## config.mk

```make
export PLATFORM = sky130hd
export DESIGN_NAME = instr_fetch_unit
export DESIGN_NICKNAME = d
export VERILOG_FILES = /design/src/rtl/mp_bus_pkg.sv /design/src/rtl/instr_decode.sv /design/src/rtl/instr_fetch_unit.sv
export SDC_FILE = /design/constraint.sdc
export NUM_CORES = 1
export LEC_CHECK = 0
export CORE_AREA = 5 5 121 123
export CTS_CLUSTER_SIZE = 14
export DETAILED_ROUTE_END_ITERATION = 16
export DIE_AREA = 0 0 126 128
export HOLD_SLACK_MARGIN = 0.08
export SYNTH_ARGS = -nofsm -noshare
export SYNTH_HDL_FRONTEND = slang
export SYNTH_SLANG_ARGS = --single-unit
```

## constraint.sdc

```tcl
create_clock -name Clk -period 1.3 [get_ports Clk]
set_input_delay 0.26 -clock Clk [delete_from_list [all_inputs] [get_ports Clk]]
set_output_delay 0.26 -clock Clk [all_outputs]
set_load 0.02 [all_outputs]
```

## src/rtl/mp_bus_pkg.sv

```systemverilog
// Shared bus package for the matrix processor.
// Holds the unit-select nibbles driven on address[15:12], the instruction
// opcode values, the decoded instruction layout and the fetch FSM states.
package mp_bus_pkg;

    // Unit-select nibbles placed on address[15:12]
    localparam logic [3:0] MainMemEn   = 4'd0;
    localparam logic [3:0] RegFileEn   = 4'd1;
    localparam logic [3:0] InstrMemEn  = 4'd2;
    localparam logic [3:0] MatrixAluEn = 4'd3;
    localparam logic [3:0] ExecUnitEn  = 4'd4;
    localparam logic [3:0] IntAlu      = 4'd5;

    // Opcodes
    localparam logic [7:0] Stop       = 8'hFF;
    localparam logic [7:0] MMult      = 8'h00;
    localparam logic [7:0] Madd       = 8'h01;
    localparam logic [7:0] Msub       = 8'h02;
    localparam logic [7:0] Mtranspose = 8'h03;
    localparam logic [7:0] MScale     = 8'h04;
    localparam logic [7:0] MScaleImm  = 8'h05;
    localparam logic [7:0] IntAdd     = 8'h10;
    localparam logic [7:0] IntSub     = 8'h11;
    localparam logic [7:0] IntMult    = 8'h12;
    localparam logic [7:0] IntDiv     = 8'h13;

    // Instruction word bits [31:0]
    typedef struct packed {
        logic [7:0] opcode;
        logic [7:0] dest;
        logic [7:0] src1;
        logic [7:0] src2;
    } instr_t;

    typedef enum logic [2:0] {
        S_IDLE,
        S_REQ,
        S_WAIT,
        S_ISSUE,
        S_HALT,
        S_ERROR
    } fetch_state_t;

endpackage

```

## src/rtl/instr_decode.sv

```systemverilog
// Combinational instruction splitter.
// Ports:
//   word      in  32  instruction bits [31:0] of the fetched ROM word
//   instr     out     opcode/dest/src1/src2 fields
//   is_stop   out  1  opcode equals STOP_OPCODE
//   is_int_op out  1  opcode[7:4] == 4'h1 (integer ALU operation)
module instr_decode
    import mp_bus_pkg::*;
#(
    parameter logic [7:0] STOP_OPCODE = Stop
) (
    input  logic [31:0] word,
    output instr_t      instr,
    output logic        is_stop,
    output logic        is_int_op
);

    assign instr     = instr_t'(word);
    assign is_stop   = (word[31:24] == STOP_OPCODE);
    assign is_int_op = (word[31:28] == 4'h1);

endmodule

```

## src/rtl/instr_fetch_unit.sv

```systemverilog
// Instruction fetch unit: bus initiator for the instruction ROM.
// Fetches one 256-bit word per request, keeps bits [31:0], decodes them and
// offers the instruction to the execute unit over valid/ready. Halts on the
// Stop opcode; running past MAX_PC without a Stop raises error.
// Ports:
//   Clk, nReset        clock, synchronous active-low reset
//   start              begin fetching from pc 0 (honoured in IDLE/HALT/ERROR)
//   address, nRead     bus address {INSTR_MEM_EN, 0, pc} and read strobe
//   InstructDataIn     ROM word
//   instr_valid/ready  handshake to the execute unit
//   opcode..src2       decoded fields, is_int_op integer-op flag
//   pc                 index of the held or requested instruction
//   busy, halted, error status
module instr_fetch_unit
    import mp_bus_pkg::*;
#(
    parameter logic [3:0]  INSTR_MEM_EN = 4'd2,
    parameter int unsigned PC_WIDTH     = 4,
    parameter int unsigned MAX_PC       = 9,
    parameter int unsigned DATA_WIDTH   = 256,
    parameter logic [7:0]  STOP_OPCODE  = 8'hFF
) (
    input  logic                  Clk,
    input  logic                  nReset,
    input  logic                  start,
    output logic [15:0]           address,
    output logic                  nRead,
    input  logic [DATA_WIDTH-1:0] InstructDataIn,
    output logic                  instr_valid,
    input  logic                  instr_ready,
    output logic [7:0]            opcode,
    output logic [7:0]            dest,
    output logic [7:0]            src1,
    output logic [7:0]            src2,
    output logic                  is_int_op,
    output logic [PC_WIDTH-1:0]   pc,
    output logic                  busy,
    output logic                  halted,
    output logic                  error
);

    fetch_state_t        state_q, state_d;
    logic [PC_WIDTH-1:0] pc_q, pc_d;
    logic [15:0]         addr_q, addr_d;
    logic                nread_q, nread_d;
    logic                valid_q, valid_d;
    instr_t              instr_q, instr_d;
    logic                int_q, int_d;
    logic                busy_q, busy_d;
    logic                halted_q, halted_d;
    logic                error_q, error_d;

    instr_t              dec_instr;
    logic                dec_stop;
    logic                dec_int;
    logic                unused_hi;

    assign unused_hi = ^InstructDataIn[DATA_WIDTH-1:32];

    instr_decode #(
        .STOP_OPCODE (STOP_OPCODE)
    ) u_decode (
        .word      (InstructDataIn[31:0]),
        .instr     (dec_instr),
        .is_stop   (dec_stop),
        .is_int_op (dec_int)
    );

    // Every output is a register; the comb block computes its next value.
    // nRead defaults high, so it is low only for the REQ cycle of each fetch
    // (the ROM captures the word on REQ's closing edge).
    always_comb begin
        state_d  = state_q;
        pc_d     = pc_q;
        addr_d   = addr_q;
        nread_d  = 1'b1;
        valid_d  = valid_q;
        instr_d  = instr_q;
        int_d    = int_q;
        halted_d = halted_q;
        error_d  = error_q;

        case (state_q)
            S_IDLE, S_HALT, S_ERROR: begin
                if (start) begin
                    state_d  = S_REQ;
                    pc_d     = '0;
                    addr_d   = {INSTR_MEM_EN, 12'h000};
                    nread_d  = 1'b0;
                    halted_d = 1'b0;
                    error_d  = 1'b0;
                end
            end
            S_REQ: begin
                state_d = S_WAIT;
            end
            S_WAIT: begin
                addr_d = '0;
                if (dec_stop) begin
                    state_d  = S_HALT;
                    halted_d = 1'b1;
                end else begin
                    state_d = S_ISSUE;
                    valid_d = 1'b1;
                    instr_d = dec_instr;
                    int_d   = dec_int;
                end
            end
            S_ISSUE: begin
                if (instr_ready) begin
                    valid_d = 1'b0;
                    if (pc_q == PC_WIDTH'(MAX_PC)) begin
                        state_d  = S_ERROR;
                        error_d  = 1'b1;
                        halted_d = 1'b1;
                    end else begin
                        state_d = S_REQ;
                        pc_d    = pc_q + PC_WIDTH'(1);
                        addr_d  = {INSTR_MEM_EN, 12'(pc_q + PC_WIDTH'(1))};
                        nread_d = 1'b0;
                    end
                end
            end
            default: begin
                state_d = S_IDLE;
            end
        endcase

        busy_d = (state_d == S_REQ) || (state_d == S_WAIT) || (state_d == S_ISSUE);
    end

    always_ff @(posedge Clk) begin
        if (!nReset) begin
            state_q  <= S_IDLE;
            pc_q     <= '0;
            addr_q   <= '0;
            nread_q  <= 1'b1;
            valid_q  <= 1'b0;
            instr_q  <= '0;
            int_q    <= 1'b0;
            busy_q   <= 1'b0;
            halted_q <= 1'b0;
            error_q  <= 1'b0;
        end else begin
            state_q  <= state_d;
            pc_q     <= pc_d;
            addr_q   <= addr_d;
            nread_q  <= nread_d;
            valid_q  <= valid_d;
            instr_q  <= instr_d;
            int_q    <= int_d;
            busy_q   <= busy_d;
            halted_q <= halted_d;
            error_q  <= error_d;
        end
    end

    assign address     = addr_q;
    assign nRead       = nread_q;
    assign instr_valid = valid_q;
    assign opcode      = instr_q.opcode;
    assign dest        = instr_q.dest;
    assign src1        = instr_q.src1;
    assign src2        = instr_q.src2;
    assign is_int_op   = int_q;
    assign pc          = pc_q;
    assign busy        = busy_q;
    assign halted      = halted_q;
    assign error       = error_q;

endmodule

```

==> results of run 1 <==
stage by stage:
| step | setup TNS (ps) | utilization |
|---|---|---|
| after floorplan | -158 | - |
| after global placement | -23980 | 0.252 |
| after detailed placement | -25480 | 0.252 |
| after CTS | -3920 | 0.286 |
| after global routing | -6580 | 0.282 |
| final | -2850 | 0.282 |
Yosys cell counts (2+ instances only):
cell type  number
and2_1          2
nor2_1          6
o2bb2ai_1       4
mux2i_1        34
xnor2_1         2
nand3_1         2
a21oi_1         4
and3b_1         2
ha_1            2
nand4b_1        2
clkbuf_1        5
nand3b_1        2
nand4_1         2
inv_1           5
nand2b_1        3
nand2_1         4
dfxtp_1        51
o21a_1          2
buf_4          14
nor2b_1        36
per-layer routing:
| metal | global-route usage | vias to the layer above |
|---|---|---|
| li1 | - | 936 |
| met1 | 0.104 | 885 |
| met2 | 0.143 | 76 |
| met3 | 0.0442 | 10 |
| met4 | 0.0360 | 0 |
| met5 | 0 | - |
path summary, 6_finish.rpt:
kind,to,depth (start not counted)
worst min register to register,address[2]$_SDFFE_PN0P_,1
worst max-delay path,pc[2]$_SDFFE_PN0P_,5
worst max register to register,pc[2]$_SDFFE_PN0P_,5
worst min-delay path,opcode[2]$_SDFFE_PN0P_,3
sequential cells by signal (all words and copies together), names as in the netlist:
register	count
busy	1
address	6
halted	1
pc	4
opcode	8
nRead	1
instr_valid	1
error	1
src1	8
state_q	3
src2	8
dest	8
is_int_op	1
worst register-to-register path, stage by stage, from the launching register on:
cell and delay, ps:
dfxtp_4 380, buf_6 100, nand4b_1 220, o32ai_4 290, o211ai_1 140, and3b_1 190
cells in the final DEF (no fill, tap or decap), types with 3 or more instances in the layout:
| cell type | n |
|---|---|
| dfxtp_1 | 45 |
| clkbuf_2 | 8 |
| conb_1 | 10 |
| nor2b_1 | 36 |
| dfxtp_4 | 4 |
| mux2i_1 | 32 |
| inv_1 | 3 |
| clkdlybuf4s15_1 | 11 |
| o2bb2ai_2 | 4 |
| dlygate4sd2_1 | 37 |
| clkbuf_16 | 5 |
| buf_6 | 12 |
| buf_4 | 31 |
| nor2_1 | 4 |
| clkdlybuf4s50_1 | 25 |
| a21oi_1 | 3 |
power by group:
part | leakage, nW | switching, mW | total (mW) | internal [mW]
logic | 1.30 | 0.693 | 1.48 | 0.785
registers | 0.418 | 0.0903 | 1.80 | 1.71
clock network | 0.0868 | 0.572 | 1.53 | 0.957
what timing repair did:
item                                    in CTS  in global routing
endpoints found under the hold margin        0                  0
setup buffers                               19                  2
pin swaps                                   19                 16
gates resized for setup                    101                 37
cloned                                       3                  0
endpoints found under the setup margin      98                 61
logic make-up after synthesis:
| group | after synthesis |
|---|---|
| adders and majority gates | 2 |
| DFF | 51 |
| AOI/OAI and AO/OA | 22 |
| other | 1 |
| muxes | 34 |
| and+or+nand+nor | 68 |
| buffers and inverters | 25 |
| xor gates and xnor gates | 2 |
cell type report:
cell class / instances / area share
multi-input combinational: 138 / 0.308
inverter: 5 / 0.00621
tap: 180 / 0.0588
sequential: 51 / 0.271
clock inverter: 2 / 0.00915
clock buffer: 6 / 0.0363
timing repair buffer: 129 / 0.310
==> qor.txt, run 1 <==
outcome - finished, violations left
failing checks - negative setup slack
Core Footprint - 13600 µm²
area occupied by multi-input gates - 1180 µm²
mux contribution to synthesized area - 0.157
vias in the first global route - 2146
initial antenna violation count - 0
XOR/XNOR Fraction of Synth Area - 0.00810
number of port buffers - 83
post-synthesis simple-gate area fraction - 0.200
drt first pass iters - 4
register-to-register setup slack - -130 ps
placed inst area - 3420 µm²
first-pass GRT wire length - 11300 µm
Register Area - 1040 µm²
row count - 43
Post-synth EDFFs - 0
Die H - 128 µm
pre-CTS setup slack - -575 ps
Mapped Avg Cell Area - 10.6 µm²
Final Skew - 5.20 ps
wire per inst - 14.0 µm
Synth Warn # - 0
P&R area growth vs syn - 76.9%
crit path capture type - flop
ANT nets after route - 0
reg2reg start - state_q[0]$_SDFF_PN0_
post-route cell area - 3830 µm²
cts hold-fix bufs - 0
Max VDD drop - 1080 µV
setup ws final - -131 ps
largest family of logic cells by synthesized area - simple AND/OR/NAND/NOR gates
layout net count - 592
total number of vias - 1907
top cells by area, synth - dfxtp_1 47%, mux2i_1 16%, nor2b_1 10%
Clk Latency, worst-skew pair - 290 ps
final std cells w/o fill - 511
Worst EP required - 1480 ps
area leader, netlist - dfxtp_1
Seq/Total Area, Yosys - 0.472
share of cells above drive strength 1 - 0.296
Post-Synth Adder-Cell Area - 0.0116
Cells after DPL - 486
IO Pins - 318
CP max FO - 6
Top delay family on crit path - compound AO/OA/AOI/OAI gates
crit path max-delay cell type - dfxtp_4
vias per std cell - 3.73
total detailed-routing wirelength - 7130 µm
top routing layer used - met4
detailed placement HPWL - 5070 µm
mapped cell area - 2160 µm²
Synth Instances - 205
clk buf depth - 2
CTS tree - done
CP Data Arrival Time - 1610 ps
Pleak - 1.80 nW
Reg clk slew, reported paths - 70 ps
Netlist cell types - 41
First DRT Iteration DRCs - 27
min-delay worst type - input pin to flop
Yosys reg bits - 51
GRT overflow - 0
clock net sink count - 51
post-synthesis compound-gate area fraction - 0.0810
Hold Vio Cnt, Final - 0
Initial Utilization - 0.160
fin crit share - 1.10
HP Start - InstructDataIn[26]
Setup violations, final - 39
Synth top area share - 0.472
RSZ-0062 raised after global routing - yes
TritonCTS buffer count - 5
number of max-cap violations - 0
max-slew violation count - 0
ant diodes - 0
Post-synth top flop - dfxtp_1
Achievable Freq - 699 MHz
Fill cells - 1435
pin count of the biggest net entering global routing - 44
die area - 16100 µm²
CP max stage delay - 380 ps
DR DRC count - 0
PD cells - 1260 nW/µm²
WL met2 - 3200 µm
die width - 126 µm
Buf+Inv Stages, Crit Path - 1
GRT Overall Usage - 0.0899
GP Congestion - 0.714
Hold WS - 268 ps
minimum clock period - 1430 ps
DRT met1 WL - 3080 µm
worst path cell trace - buf_6, nand4b_1, o32ai_4, o211ai_1, and3b_1
clk root buf - clkbuf_16
met3 WL - 697 µm
post-synthesis async set-or-reset flop share - 0
Crit Path Class - flop to flop
crit path from - state_q[0]$_SDFF_PN0_
Startpoint Class - flop
Tot Pwr - 4.80 mW
# H-tree levels - 2
No activity file was read; power rests on OpenSTA's default activity.
==> run 2: changes to the inputs <==
RECOVER_POWER = 25   (was not set)
==> run 2 against run 1 <==
Net effect:
- the run still ends with negative setup slack left
- non-clock buffer count stayed put
- setup slack is the same
- cell count unchanged
- sequential power about the same
==> qor.txt, run 2 (synthesized netlist as in run 1, its figures left out) <==
row count - 43 (unchanged)
clk root buf - clkbuf_16
Startpoint Class - flop
most common cell after layout, fill and taps aside - dfxtp_1
Achievable Freq - 699 MHz (unchanged)
failing checks - negative setup slack
Fill cells - 1436 (+0.070%)
die width - 126 µm (unchanged)
wire per inst - 14.0 µm (unchanged)
Power Internal - 3.45 mW (about the same)
Crit Path Class - flop to flop
final std cells w/o fill - 511 (unchanged)
GRT overflow - 0 (unchanged)
initial antenna violation count - 0 (unchanged)
Max VDD drop - 1080 µV (unchanged)
vias in the first global route - 2146 (unchanged)
clk buf depth - 2 (unchanged)
number of port buffers - 83 (unchanged)
Final Skew - 5.20 ps (-0.0000300 ps)
Initial Utilization - 0.160 (unchanged)
Pleak - 1.80 nW (-0.46%)
Comb power frac - 0.308 (about the same)
Worst Hold Depth - 3 (unchanged)
TritonCTS buffer count - 5 (unchanged)
drt first pass iters - 4 (unchanged)
pin count of the biggest net entering global routing - 44 (unchanged)
total number of vias - 1907 (unchanged)
CP max FO - 6 (unchanged)
fin crit share - 1.10 (unchanged)
most frequent cells in the layout - 46 x dfxtp_1, 37 x dlygate4sd2_1, 36 x nor2b_1
Reg clk slew, reported paths - 70 ps (about the same)
minimum clock period - 1430 ps (unchanged)
total detailed-routing wirelength - 7130 µm (unchanged)
CP Data Arrival Time - 1610 ps (about the same)
CTS tree - done
First DRT Iteration DRCs - 27 (unchanged)
DR DRC count - 0 (unchanged)
number of max-cap violations - 0 (unchanged)
Die H - 128 µm (unchanged)
Hold Vio Cnt, Final - 0 (unchanged)
min-delay worst type - input pin to flop
reg2reg start - state_q[0]$_SDFF_PN0_
IO Pins - 318 (unchanged)
switch share - 0.282 (about the same)
register share of total power - 0.374 (about the same)
worst-case reg-to-reg path depth - 5 (unchanged)
Core Footprint - 13600 µm² (unchanged)
Worst EP required - 1480 ps (about the same)
layout net count - 592 (unchanged)
PD cells - 1260 nW/µm² (about the same)
Register Area - 1040 µm² (-0.12%)
pre-CTS setup slack - -575 ps (unchanged)
clock power share - 0.319 (about the same)
Psw - 1.36 mW (about the same)
Cells after DPL - 486 (unchanged)
first-pass GRT wire length - 11300 µm (unchanged)
share of cells above drive strength 1 - 0.287 (-0.00906)
cts hold-fix bufs - 0 (unchanged)
area occupied by multi-input gates - 1180 µm² (unchanged)
Setup violations, final - 39 (unchanged)
max-slew violation count - 0 (unchanged)
Hold Path End - opcode[2]$_SDFFE_PN0P_
ant diodes - 0 (unchanged)
Clk Latency, worst-skew pair - 290 ps (about the same)
outcome - finished, violations left
ANT nets after route - 0 (unchanged)
die area - 16100 µm² (unchanged)
setup ws final - -131 ps (unchanged)
# H-tree levels - 2 (unchanged)
clock net sink count - 51 (unchanged)
crit path capture type - flop
detailed placement HPWL - 5070 µm (unchanged)
P&R area growth vs syn - 76.7% (about the same)
register-to-register setup slack - -130 ps (about the same)
GRT Overall Usage - 0.0899 (unchanged)
vias per std cell - 3.73 (unchanged)
GP Congestion - 0.714 (unchanged)
worst flop-to-flop path endpoint - pc[2]$_SDFFE_PN0P_
RSZ-0062 raised after global routing - yes
HP Start - InstructDataIn[26]
[run 2: cell types whose count changed in the layout (fill, tap and decap cells not counted), sizes merged]
cell,previous run,this run
buf,48,47
clkbuf,14,15
[run 2: what timing repair did]
action                                  4_1_cts  5_1_grt
gates cloned                                  3        0
setup buffers                                19        2
hold endpoints to repair                      0        0
resized for setup                           101       37
endpoints found under the setup margin       98       61
pin swaps                                    19       16
[run 2: cell type report]
class	count	area share
clock inverters	2	0.00916
flip-flops and latches	51	0.271
well taps	180	0.0589
inverters	5	0.00622
clock buffers	6	0.0363
repair buffers	129	0.310
multi-input cells	138	0.308
[run 2: power by group through the flow]
stage / sequential (mW) / combinational [mW] / clock (mW)
CTS: 1.79 / 1.52 / 1.58
finish: 1.80 / 1.48 / 1.53
global placement: 1.83 / 1.27 / 0
floorplan: 1.96 / 0.584 / 0
detailed placement: 1.83 / 1.29 / 0
global route: 1.81 / 1.60 / 1.66
[run 2: per-stage QoR]
step	area (µm²)	total power, mW	setup TNS [ps]	hold slack (ps)	utilization
2_1_floorplan	2250	2.55	-158	426	-
3_3_place_gp	3420	3.10	-23980	454	0.252
3_5_place_dp	3420	3.12	-25480	451	0.252
4_1_cts	3880	4.89	-3920	381	0.286
5_1_grt	3820	5.07	-6590	297	0.282
6_report	3820	4.80	-2860	268	0.282
[run 2: worst max path at each step]
stage	end	depth (start not counted)	slack (ps)	startpoint
floorplan	pc[2]$_SDFFE_PN0P_	6	-30	pc[1]$_SDFFE_PN0P_
global placement	src1[4]$_SDFFE_PN0P_	6	-510	InstructDataIn[26]
detailed placement	src1[1]$_SDFFE_PN0P_	6	-570	InstructDataIn[26]
CTS	src1[1]$_SDFFE_PN0P_	6	-140	state_q[0]$_SDFF_PN0_
global route	opcode[7]$_SDFFE_PN0P_	6	-210	state_q[2]$_SDFF_PN0_
finish	pc[2]$_SDFFE_PN0P_	5	-130	state_q[0]$_SDFF_PN0_
[run 2: per-layer routing]
| metal | GRT usage | up-vias | wire length [µm] |
|---|---|---|---|
| li1 | - | 936 | - |
| met1 | 0.104 | 885 | 3080 |
| met2 | 0.143 | 76 | 3200 |
| met3 | 0.0442 | 10 | 696 |
| met4 | 0.0360 | 0 | 149 |
| met5 | 0 | - | 0 |
[run 2: critical path, cell delays in order (launching register included)]
cell,delay [ps]
dfxtp_4,380
buf_6,100
nand4b_1,220
o32ai_4,290
o211ai_1,140
and3b_1,190
==> run 3: changes to the inputs <==
CORE_AREA = 2 2 125 127   (was 5 5 121 123)
DIE_AREA = 0 0 127 129   (was 0 0 126 128)
REMOVE_ABC_BUFFERS = 1   (was not set)
==> run 3 against run 2 <==
Net effect:
- the flow still finishes with violations (negative setup slack)
- global-route usage is 0.60 points higher
- clock power is 15% lower
- non-clock buffer count is 2 higher
- clock skew is 1.3 ps lower
- design area is 0.43% higher
- die area is 1.6% higher
- power is 2.8% lower
- sequential cell count stayed put
- critical path depth is 1 lower
==> qor.txt, run 3 (synthesized netlist as in run 1, its figures left out) <==
Hold WS - 258 ps (-9.40 ps)
worst-case reg-to-reg path depth - 4 (-1)
grt met1 use - 0.116 (+0.0123)
ANT nets after route - 0 (unchanged)
detailed placement HPWL - 5670 µm (+12%)
Clk Latency, worst-skew pair - 290 ps (about the same)
cts hold-fix bufs - 0 (unchanged)
global routing met2 resource utilization - 0.145 (+0.00244)
crit path capture type - flop
CP max FO - 6 (unchanged)
Crit Path Class - flop to flop
P&R area growth vs syn - 77.5%
Worst EP required - 1480 ps (about the same)
DR DRC count - 0 (unchanged)
Pleak - 1.81 nW (+0.88%)
clock net sink count - 51 (unchanged)
clk buf depth - 2 (unchanged)
CP Data Arrival Time - 1630 ps (+20 ps)
Tot Pwr - 4.67 mW (-2.8%)
most frequent cells in the layout - 44 x dfxtp_1, 36 x nor2b_1, 34 x mux2i_1, 34 x dlygate4sd2_1, 28 x buf_4
share of cells above drive strength 1 - 0.309 (+0.0223)
Max VDD drop - 574 µV (-47%)
vias per std cell - 3.67 (-1.7%)
max-slew violation count - 0 (unchanged)
min-delay worst type - input pin to flop
number of port buffers - 83 (unchanged)
Initial Utilization - 0.144 (-0.0151)
fin crit share - 1.11 (+0.00945)
total number of vias - 1915 (+0.42%)
First DRT Iteration DRCs - 38 (+41%)
RSZ-0062 raised after global routing - yes
IO Pins - 318 (unchanged)
wire per inst - 14.8 µm (+6.4%)
failing checks - negative setup slack
Comb power frac - 0.337 (+0.029)
number of max-cap violations - 0 (unchanged)
Core Footprint - 15000 µm² (+10%)
Power Internal - 3.27 mW (-5.1%)
Final Skew - 3.91 ps (-1.28 ps)
TritonCTS buffer count - 5 (unchanged)
Startpoint Class - flop
met3 global-route usage - 0.0541 (+0.00989)
layout net count - 594 (+0.34%)
final std cells w/o fill - 522 (+2.2%)
vias in the first global route - 2044 (-4.8%)
drt first pass iters - 4 (unchanged)
post-route cell area - 3840 µm² (+0.43%)
Cells after DPL - 493 (+1.4%)
clock power share - 0.278 (-0.041)
CP max stage delay - 410 ps (+30 ps)
initial antenna violation count - 1 (+1)
# H-tree levels - 2 (unchanged)
pre-CTS setup slack - -509 ps (+65.3 ps)
worst path cell trace - buf_6, or3b_4, and4_4, a32o_1
Achievable Freq - 693 MHz (-0.85%)
first-pass GRT wire length - 11800 µm (+4.3%)
setup ws final - -143 ps (-12.3 ps)
crit path max-delay cell type - or3b_4
crit path from - state_q[2]$_SDFF_PN0_
CTS tree - done
Setup TNS - -3550 ps (-689 ps)
row count - 45 (+4.7%)
register share of total power - 0.385 (+0.011)
area occupied by multi-input gates - 1140 µm² (-3.1%)
PD cells - 1220 nW/µm² (-3.2%)
GRT Overall Usage - 0.0959 (+0.00599)
Psw - 1.40 mW (+3.0%)
reg2reg start - state_q[2]$_SDFF_PN0_
die area - 16400 µm² (+1.6%)
GRT overflow - 0 (unchanged)
fin util - 0.256 (-0.0256)
worst flop-to-flop path endpoint - address[1]$_SDFFE_PN0P_
minimum clock period - 1440 ps (+12.3 ps)
Register Area - 1040 µm² (unchanged)
die width - 127 µm (+0.79%)
Critical Path End - address[1]$_SDFFE_PN0P_
most common cell after layout, fill and taps aside - dfxtp_1
placed inst area - 3400 µm² (-0.55%)
GP Congestion - 0.794 (+11%)
switch share - 0.299 (+0.0169)
clk root buf - clkbuf_16
Die H - 129 µm (+0.78%)
total detailed-routing wirelength - 7750 µm (+8.7%)
pin count of the biggest net entering global routing - 17 (-61%)
GR peak layer - met2
Setup violations, final - 47 (+21%)
Fill cells - 1599 (+11%)
register-to-register setup slack - -140 ps (about the same)
outcome - finished, violations left
Hold Vio Cnt, Final - 0 (unchanged)
Reg clk slew, reported paths - 70 ps (about the same)
==> run 3: cell count changes in the layout (fill, tap and decap cells not counted), moves of 3 or more <==
cell,change
buf_2,+7
clkdlybuf4s15_1,-6
buf_12,+4
buf_4,-3
dfxtp_2,+3
dlygate4sd2_1,-3
==> run 3: worst max-delay path: cells and delay by family (launching register included) <==
| kind | cells | cell delay [ps] |
|---|---|---|
| buf+inv | 1 | 130 |
| simple gates | 2 | 650 |
| flops | 1 | 360 |
| compound gates | 1 | 200 |
==> run 3: how the worst min path moves through the flow <==
stage | from | cells after the start | endpoint | slack (ps)
6_report | InstructDataIn[27] | 3 | opcode[3]$_SDFFE_PN0P_ | 260
3_3_place_gp | address[13]$_SDFFE_PN0P_ | 2 | address[13]$_SDFFE_PN0P_ | 460
5_1_grt | InstructDataIn[25] | 3 | opcode[1]$_SDFFE_PN0P_ | 270
2_1_floorplan | nReset | 1 | nRead$_SDFF_PN1_ | 320
4_1_cts | InstructDataIn[26] | 3 | opcode[2]$_SDFFE_PN0P_ | 260
3_5_place_dp | address[13]$_SDFFE_PN0P_ | 2 | address[13]$_SDFFE_PN0P_ | 450
==> run 3: routing by layer <==
metal | up-vias | routed length, µm
li1 | 942 | -
met2 | 75 | 3340
met4 | 0 | 135
met5 | - | 0
met1 | 887 | 3410
met3 | 11 | 867
==> run 3: area by class of cell <==
| cell class | count | share of cell area |
|---|---|---|
| timing repair buffer | 131 | 0.327 |
| multi-input combinational | 138 | 0.297 |
| sequential | 51 | 0.270 |
| tap | 188 | 0.0613 |
| clock buffer | 5 | 0.0326 |
| inverter | 5 | 0.00554 |
| clock inverter | 3 | 0.00489 |
| antenna | 1 | 0.000652 |
==> run 3: power groups by stage <==
stage / Sequential, mW / Clock, mW / Combinational (mW)
finish: 1.80 / 1.30 / 1.57
global route: 1.81 / 1.40 / 1.69
CTS: 1.79 / 1.35 / 1.52
detailed placement: 1.83 / 0 / 1.28
global placement: 1.83 / 0 / 1.27
floorplan: 1.97 / 0 / 0.501
==> run 3: timing repair <==
| item | CTS | global route |
|---|---|---|
| pin swaps | 15 | 8 |
| gates cloned | 4 | 0 |
| gates resized for setup | 117 | 33 |
| endpoints found under the setup margin | 92 | 64 |
| setup buffers | 12 | 6 |
